<file path="src/rtl/mem_ctrl_pkg.sv">
// Shared types and constants for the asynchronous-memory initiator.
package mem_ctrl_pkg;

  // Controller sequencing states
  typedef enum logic [2:0] {
    IDLE     = 3'd0,
    W_SETUP  = 3'd1,
    W_PULSE  = 3'd2,
    W_HOLD   = 3'd3,
    R_ACCESS = 3'd4,
    RESP     = 3'd5
  } state_t;

  // Idle-bus pin levels: deselected, read direction, output disabled
  localparam logic IDLE_CS = 1'b0;
  localparam logic IDLE_RD = 1'b1;
  localparam logic IDLE_OE = 1'b0;

  // Width of a down-counter able to hold the longer of the two timed phases
  function automatic int timer_width(input int wr_pulse, input int rd_wait);
    int longest;
    longest = (wr_pulse > rd_wait) ? wr_pulse : rd_wait;
    return $clog2(longest + 1);
  endfunction

endpackage

</file>
<file path="src/rtl/mem_ctrl_timer.sv">
// Loadable phase down-counter with a zero flag; it parks at zero instead of wrapping.
module mem_ctrl_timer #(
  parameter int W = 2
) (
  input  logic         clk,
  input  logic         rst,
  input  logic         load,
  input  logic [W-1:0] load_val,
  output logic         zero
);

  logic [W-1:0] count;

  // Load on phase entry, otherwise count down until zero and stay there
  always_ff @(posedge clk or posedge rst) begin
    if (rst) begin
      count <= '0;
    end else if (load) begin
      count <= load_val;
    end else if (count != '0) begin
      count <= count - 1'b1;
    end
  end

  assign zero = (count == '0);

endmodule

</file>
<file path="src/rtl/mem_ctrl.sv">
// Synchronous initiator for a small asynchronous memory macro: sequences
// cs/rd/oe strobes with fixed setup/pulse/hold phases and returns responses.
module mem_ctrl
  import mem_ctrl_pkg::*;
#(
  parameter int AW       = 2,
  parameter int DW       = 3,
  parameter int WR_PULSE = 2,
  parameter int RD_WAIT  = 2
) (
  input  logic          clk,
  input  logic          rst,
  input  logic          req_valid,
  output logic          req_ready,
  input  logic          req_we,
  input  logic [AW-1:0] req_addr,
  input  logic [DW-1:0] req_wdata,
  output logic          rsp_valid,
  input  logic          rsp_ready,
  output logic          rsp_is_rd,
  output logic [DW-1:0] rsp_rdata,
  output logic          mem_cs,
  output logic          mem_rd,
  output logic          mem_oe,
  output logic [AW-1:0] mem_a,
  output logic [DW-1:0] mem_i,
  input  logic [DW-1:0] mem_o
);

  localparam int TW = timer_width(WR_PULSE, RD_WAIT);

  state_t        state;
  logic          tmr_load;
  logic [TW-1:0] tmr_val;
  logic          tmr_zero;

  mem_ctrl_timer #(
    .W(TW)
  ) u_timer (
    .clk      (clk),
    .rst      (rst),
    .load     (tmr_load),
    .load_val (tmr_val),
    .zero     (tmr_zero)
  );

  // Requests are only taken while nothing is in flight
  assign req_ready = (state == IDLE);

  // Arm the phase timer on entry to the two multi-cycle phases
  always_comb begin
    tmr_load = 1'b0;
    tmr_val  = '0;
    case (state)
      IDLE: begin
        if (req_valid && !req_we) begin
          tmr_load = 1'b1;
          tmr_val  = TW'(RD_WAIT - 1);
        end
      end
      W_SETUP: begin
        tmr_load = 1'b1;
        tmr_val  = TW'(WR_PULSE - 1);
      end
      default: begin
        tmr_load = 1'b0;
      end
    endcase
  end

  // Sequencer and registered pin/response outputs, so every pin moves on the same edge
  always_ff @(posedge clk or posedge rst) begin
    if (rst) begin
      state     <= IDLE;
      mem_cs    <= IDLE_CS;
      mem_rd    <= IDLE_RD;
      mem_oe    <= IDLE_OE;
      mem_a     <= '0;
      mem_i     <= '0;
      rsp_valid <= 1'b0;
      rsp_is_rd <= 1'b0;
      rsp_rdata <= '0;
    end else begin
      case (state)
        IDLE: begin
          if (req_valid) begin
            mem_a <= req_addr;
            mem_i <= req_wdata;
            if (req_we) begin
              state <= W_SETUP;
            end else begin
              state  <= R_ACCESS;
              mem_cs <= 1'b1;
              mem_rd <= 1'b1;
              mem_oe <= 1'b1;
            end
          end
        end
        W_SETUP: begin
          state  <= W_PULSE;
          mem_cs <= 1'b1;
          mem_rd <= 1'b0;
          mem_oe <= 1'b0;
        end
        W_PULSE: begin
          if (tmr_zero) begin
            state  <= W_HOLD;
            mem_cs <= IDLE_CS;
            mem_rd <= IDLE_RD;
          end
        end
        W_HOLD: begin
          state     <= RESP;
          rsp_valid <= 1'b1;
          rsp_is_rd <= 1'b0;
          rsp_rdata <= '0;
        end
        R_ACCESS: begin
          if (tmr_zero) begin
            state     <= RESP;
            rsp_rdata <= mem_o;
            rsp_valid <= 1'b1;
            rsp_is_rd <= 1'b1;
            mem_cs    <= IDLE_CS;
            mem_oe    <= IDLE_OE;
          end
        end
        RESP: begin
          if (rsp_ready) begin
            state     <= IDLE;
            rsp_valid <= 1'b0;
          end
        end
        default: begin
          state     <= IDLE;
          mem_cs    <= IDLE_CS;
          mem_rd    <= IDLE_RD;
          mem_oe    <= IDLE_OE;
          rsp_valid <= 1'b0;
        end
      endcase
    end
  end

endmodule

</file>
<file path="config.mk">
export PLATFORM = sky130hd
export DESIGN_NAME = mem_ctrl
export DESIGN_NICKNAME = d
export VERILOG_FILES = /design/src/rtl/mem_ctrl_pkg.sv /design/src/rtl/mem_ctrl_timer.sv /design/src/rtl/mem_ctrl.sv
export SDC_FILE = /design/constraint.sdc
export NUM_CORES = 1
export LEC_CHECK = 0
export CORE_ASPECT_RATIO = 1.5
export CORE_MARGIN = 2
export CORE_UTILIZATION = 43
export CTS_BUF_LIST = sky130_fd_sc_hd__clkbuf_8
export DETAILED_ROUTE_END_ITERATION = 10
export GPL_ROUTABILITY_DRIVEN = 0
export PLACE_DENSITY_LB_ADDON = 0.3
export RECOVER_POWER = 100
export SYNTH_ARGS = -nofsm -noshare
export SYNTH_HDL_FRONTEND = slang
export SYNTH_SLANG_ARGS = --single-unit
</file>
<file path="constraint.sdc">
create_clock -name clk -period 1.3 [get_ports clk]
set_input_delay 0.325 -clock clk [delete_from_list [all_inputs] [get_ports clk]]
set_output_delay 0.325 -clock clk [all_outputs]
set_load 0.02 [all_outputs]
</file>
# == Word-level counts from Yosys, hierarchy flattened ==
# Index checks and enable logic that the tools add are counted.
# classes
n_reduce_logical,19
n_addsub,1
eq_ne,11
mux,24
bitwise,4
shifts,0
div_mod_pow,0
n_lt_le_gt_ge,0
multipliers,0
# ops
op,count
$mux 3,6
$pmux 3 s6,1
$reduce_and 4->1,4
$pmux 1 s4,3
$ne 2x2->1 const B,5
$reduce_or 3->1,3
$mux 1,7
$eq 3x2->1 const B,2
$eq 3x3->1 const B,2
$pmux 1 s2,3
$pmux 3 s2,1
$reduce_bool 2->1,3
$mux 2,2
$not 1->1,4
$reduce_and 2->1,2
$reduce_or 2->1,2
$eq 3x1->1 const B,1
$logic_not 3->1,1
$pmux 1 s3,1
$reduce_and 3->1,1
$logic_not 2->1,1
$ne 2x1->1 const B,1
$sub 2x1->2 const B,1
$logic_and 1x1->1,1
$logic_not 1->1,1
# word_totals
n_memories,0
ramBits,0
inputBits,13
out_inout_bits,14
elab_cells,69
regBits,18
latch_bits,0
rom_bits,0

# == Logic depth before layout (Yosys ltp) ==
# depth
ltp_word,5
mapped_depth,6
mapped_depth_nobuf,5

# == Modules after synthesis ==
# A second synthesis with hierarchy kept.
# unflattened
hier_cells,86
area_unflattened_um2,899.6
# by_module_without_submodules
mod,cells_per_inst,instances,area_per_inst_um2
mem_ctrl,73,1,772.0
mem_ctrl_timer,13,1,127.6

# == Least setup slack after synthesis ==
# Ideal clock, no wire load.
# synth_path
path_type,reg-to-output
startpoint,register state[2]
endpoint,output port req_ready
stages_incl_launch_ff,4
arrival_ps,1192
path_slack_ps,-217
n_path_buf,2
t_required_ps,975
cell_sequence,dfrtp_1 -> buf_6 -> clkbuf_1 -> nor3_1
# synth_between
elab_chain_cells,1
# synth_rtl
element,line_no,source
start: declaration,mem_ctrl.sv:32,state_t state;
start signal: assignment,mem_ctrl.sv:74,state <= IDLE;
start signal: assignment,mem_ctrl.sv:90,state <= W_SETUP;
start signal: assignment,mem_ctrl.sv:92,state <= R_ACCESS;
$logic_not 3->1,mem_ctrl.sv:48,assign req_ready = (state == IDLE);
end: declaration,mem_ctrl.sv:14,"output logic req_ready,"
# Every way passes these cells.

# == Worst setup path in the final report ==
# layout_path
startpoint,register state[1]
endpoint,register mem_i[0]
# layout_between
elab_chain_cells,2
# layout_rtl
element,line_no,source
$logic_not 3->1,mem_ctrl.sv:84,case (state)
$reduce_and 2->1 (no line),n/a,
end signal: assignment,mem_ctrl.sv:88,mem_i <= req_wdata;
end: declaration,mem_ctrl.sv:26,"output logic [DW-1:0] mem_i,"
# Every way passes these cells.
# A chain may end at the register's enable or synchronous reset.

==> flow_summary.rst <==
.. list-table::
   :header-rows: 1

   * - Metric
     - Value
   * - Number of inserted diodes
     - 0
   * - Yosys top cell area share
     - a little under half
   * - Number of remaining DRC errors
     - 0
   * - Die width
     - 41.14 um
   * - Max rail drop VDD
     - 1.514 mV
   * - Sequential element share of the synthesized area
     - 50.77%
   * - Reg2Reg Launch Point
     - state[1]
   * - Antenna violations before repair
     - 0
   * - Hold endpoint
     - rsp_is_rd
   * - Number of clock buffers inserted by TritonCTS
     - 3
   * - Effective utilization at floorplan
     - 44.44%
   * - Synthesized net count
     - 101
   * - FF-to-FF setup slack
     - -0.14 ns
   * - Cell depth of the worst flop-to-flop path
     - 4
   * - Initial DRC Count
     - 11
   * - RSZ-0062 raised after global routing
     - true
   * - Slowest Stage Delay on Critical Path
     - between 0.4 and 0.5 ns
   * - Type of the tightest min-delay check
     - flop to flop
   * - Sum of overflow across all layers after global routing
     - 0
   * - Net switching share of the total power
     - 38.61%
   * - Mean Syn Cell Area
     - slightly above 10 um^2
   * - Class of the most critical setup path
     - flop to flop
   * - Multiplexer share of the synthesized area
     - 6.329%
   * - Primary flip-flop cell chosen by synthesis mapping
     - sky130_fd_sc_hd__dfrtp_1
   * - Clock Skews
     - 0.004528 ns
   * - Final worst-path setup slack
     - -0.1388 ns
   * - Area fraction in compound gates after synthesis
     - between 15 and 20%
   * - Switching pwr
     - around 1.5 mW
   * - Number of global-route vias before repair
     - between 800 and 900
   * - Number of enable flip-flop cells after synthesis
     - 0
   * - Layout Nets
     - 150
   * - Count of boundary I/O pins
     - 27
   * - Arrival time at the worst endpoint
     - between 1.5 and 2 ns
   * - Number of buffers inserted for hold repair after clock tree synthesis
     - 0
   * - Cell family with most CP delay
     - flip-flops
   * - Highest-delay cell along the critical path
     - sky130_fd_sc_hd__dfrtp_2
   * - Startpoint Class
     - flop
   * - Final setup TNS
     - -0.8951 ns
   * - Slew HR
     - between 60% and 70%
   * - Logic pwr share
     - between 60% and 70%
   * - Post-synth cell types
     - 27
   * - Fraction of registers with async set or reset after synthesis
     - 100.0%
   * - Overall global routing resource usage
     - 20.38%
   * - Internal power
     - 2.410 mW
   * - Place WS
     - -0.3694 ns
   * - Clk_lat worst skew
     - 0.25 ns
   * - Required time of the worst setup path
     - roughly 1.4 ns
   * - CTS clock-pin slew for the worst setup and hold paths
     - 0.07 ns
   * - Transition at the pin with the smallest max-transition slack
     - roughly 0.46 ns
   * - Area growth from synthesis to layout
     - 65.26%
   * - Placement Rows
     - 20
   * - Final number of hold-violating endpoints
     - 0
   * - Yosys warning total
     - 0
   * - Die outline area
     - 2456 um^2
   * - Clk buf depth
     - 2
   * - Number of failing setup endpoints in the final timing report
     - 11
   * - Post-synthesis instance total
     - 87
   * - Largest net degree at the start of global routing
     - 19
   * - Vias after detailed routing
     - 820
   * - WP buf/inv
     - 2
   * - Leakage power
     - about 0.67 nW
   * - Failing checks
     - negative setup slack
   * - Maxcap violations
     - 0
   * - Peak clock frequency supported by timing
     - 695.0 MHz
   * - Largest area contributor in the synthesized netlist
     - sky130_fd_sc_hd__dfrtp_1
   * - Largest family of logic cells by synthesized area
     - compound AO/OA/AOI/OAI gates
   * - Die Height
     - 59.71 um
   * - Vias per cell
     - 5.223
   * - Fraction of the cycle the final worst path needs
     - 110.7%
   * - Netlist Area Pre-Place
     - 889.6 um^2
   * - Remaining antenna violation count
     - 0
   * - Outcome
     - finished, violations left
   * - Core Util, Final
     - 73.44%
   * - Ordered list of cells on the worst path
     - buf_8 -> nor4b_4 -> buf_6 -> mux2_4
   * - Clock root buffer
     - sky130_fd_sc_hd__clkbuf_8
   * - Core Area
     - 2002 um^2
   * - Critical path peak fanout
     - 6
   * - Pins over their slew limit
     - 0
   * - PD cells
     - 2670 nW/um^2
   * - Xor and xnor fraction of the mapped netlist area
     - 1.969%
   * - Layout cells sized above 1
     - 34.07%
   * - Flip-flop and latch count after synthesis
     - 18
   * - Clock sink total
     - 18
   * - Crit Reg-Reg Endpoint
     - mem_i[0]
   * - Share of power burned in the clock network
     - 11.6%
   * - Synth Area in Adders
     - 1.406%
   * - Hold Path Depth
     - 2
   * - Total power consumption of the routed design
     - 3.926 mW
   * - Half-perimeter wire length of the detailed placement result
     - 1474 um
   * - Routed WL
     - 2383 um
   * - Commonest non-fill, non-tap cell in the layout
     - sky130_fd_sc_hd__buf_4
   * - Final critical-path required period
     - 1.439 ns
   * - Worst Hold Launch
     - rsp_is_rd
   * - Fraction of the mapped netlist area in simple logic gates
     - between 10% and 20%
   * - Count of buffers inserted at the top-level ports
     - 26
   * - Dominant cells by area after synthesis
     - sky130_fd_sc_hd__dfrtp_1 48%, sky130_fd_sc_hd__mux2_2 6.3%, sky130_fd_sc_hd__o22ai_1 4.2%, sky130_fd_sc_hd__a21oi_1 3.9%, sky130_fd_sc_hd__nand2_1 3.4%
   * - CTS tree
     - built
   * - Routed wire length per instance
     - 15.18 um
   * - Htree depth
     - 1
   * - Most frequent cells in the layout
     - 20 x sky130_fd_sc_hd__buf_4, 16 x sky130_fd_sc_hd__dfrtp_1, 11 x sky130_fd_sc_hd__clkdlybuf4s50_1
   * - Setup crit end kind
     - flop
   * - Wire length of the first global-routing pass
     - 3450 um
   * - Total iterations of the first detailed-routing run
     - 4
   * - Sequential group share of total power
     - a little over a quarter
## worst max-delay path by stage
stage,start,endpoint,slack (ns),cells past startpoint
6_report,state[1],mem_i[0],-0.14,4
5_1_grt,state[1],mem_i[0],-0.18,4
4_1_cts,state[2],mem_i[0],-0.19,4
3_5_place_dp,req_valid,mem_i[0],-0.37,4
3_3_place_gp,req_valid,mem_a[0],-0.35,4
2_1_floorplan,state[2],mem_a[0],-0.1,3
## registers in the layout, indices dropped and copies added, names as in the netlist
name,flops
state,3
mem_oe,1
mem_a,2
rsp_is_rd,1
u_timer.count,2
mem_i,3
rsp_valid,1
mem_cs,1
mem_rd,1
rsp_rdata,3
## synthesized netlist by cell type (2+ instances only)
cell,number
sky130_fd_sc_hd__o22ai_1,6
sky130_fd_sc_hd__a2bb2oi_1,2
sky130_fd_sc_hd__nor2b_1,3
sky130_fd_sc_hd__nand2_1,8
sky130_fd_sc_hd__buf_2,5
sky130_fd_sc_hd__o21ai_0,5
sky130_fd_sc_hd__inv_1,5
sky130_fd_sc_hd__dfrtp_1,17
sky130_fd_sc_hd__nand2b_1,2
sky130_fd_sc_hd__nor2_1,6
sky130_fd_sc_hd__a21oi_1,7
sky130_fd_sc_hd__mux2_2,5
sky130_fd_sc_hd__nor3_1,2
## routing by layer
metal	track usage [%]	vias to the layer above	part of all wire (%)
li1	-	399	-
met1	24.94	400	43
met2	33.93	19	53
met3	2.602	2	3.5
met4	9.217	0	0.71
met5	0	-	0
## worst register-to-register path, cell delays in order, from the launching register on
cell and delay (ns):
sky130_fd_sc_hd__dfrtp_2 0.43, sky130_fd_sc_hd__buf_8 0.14, sky130_fd_sc_hd__nor4b_4 0.27, sky130_fd_sc_hd__buf_6 0.17
sky130_fd_sc_hd__mux2_4 0.31
## kinds of logic (layout without fill, tap and decap cells)
group / count (synthesis) / count (layout)
simple gates: 25 / 25
compound gates: 24 / 24
flops: 18 / 18
buf+inv: 12 / 60
mux: 5 / 5
xor+xnor: 2 / 2
fa+ha+maj: 1 / 1
## stage by stage
step	cell area (um^2)	std cells	hold slack (ns)
2_1_floorplan	899.6	87	0.2628
3_3_place_gp	1280	144	0.4854
3_5_place_dp	1280	144	0.4887
4_1_cts	1331	148	0.3814
5_1_grt	1470	157	0.5437
6_report	1470	157	0.5048
## area by class of cell
type,count,area [um^2]
clock buffer,4,55.05
fill,143,531.8
inverter,5,18.77
multi-input combinational,57,444.2
sequential,18,452.9
tap,22,27.53
timing repair buffer,51,471.7
## power by group through the flow
stage	Sequential, mW	Combinational [mW]	Clock (mW)
after global routing	1.05	2.63	0.472
after global placement	0.987	2.01	0
after detailed placement	1.00	2.08	0
final	1.02	2.45	0.456
after CTS	0.998	1.99	0.457
after floorplan	1.22	0.978	0
## timing repair
action | 4_1_cts | 5_1_grt
pin swaps | 0 | 4
buffers inserted | 0 | 8
setup endpoints to repair | 26 | 19
gates resized for setup | 24 | 27
cloned | 0 | 1
hold endpoints to repair | 0 | 0
Note: power is estimated with default switching activity, not from simulation.
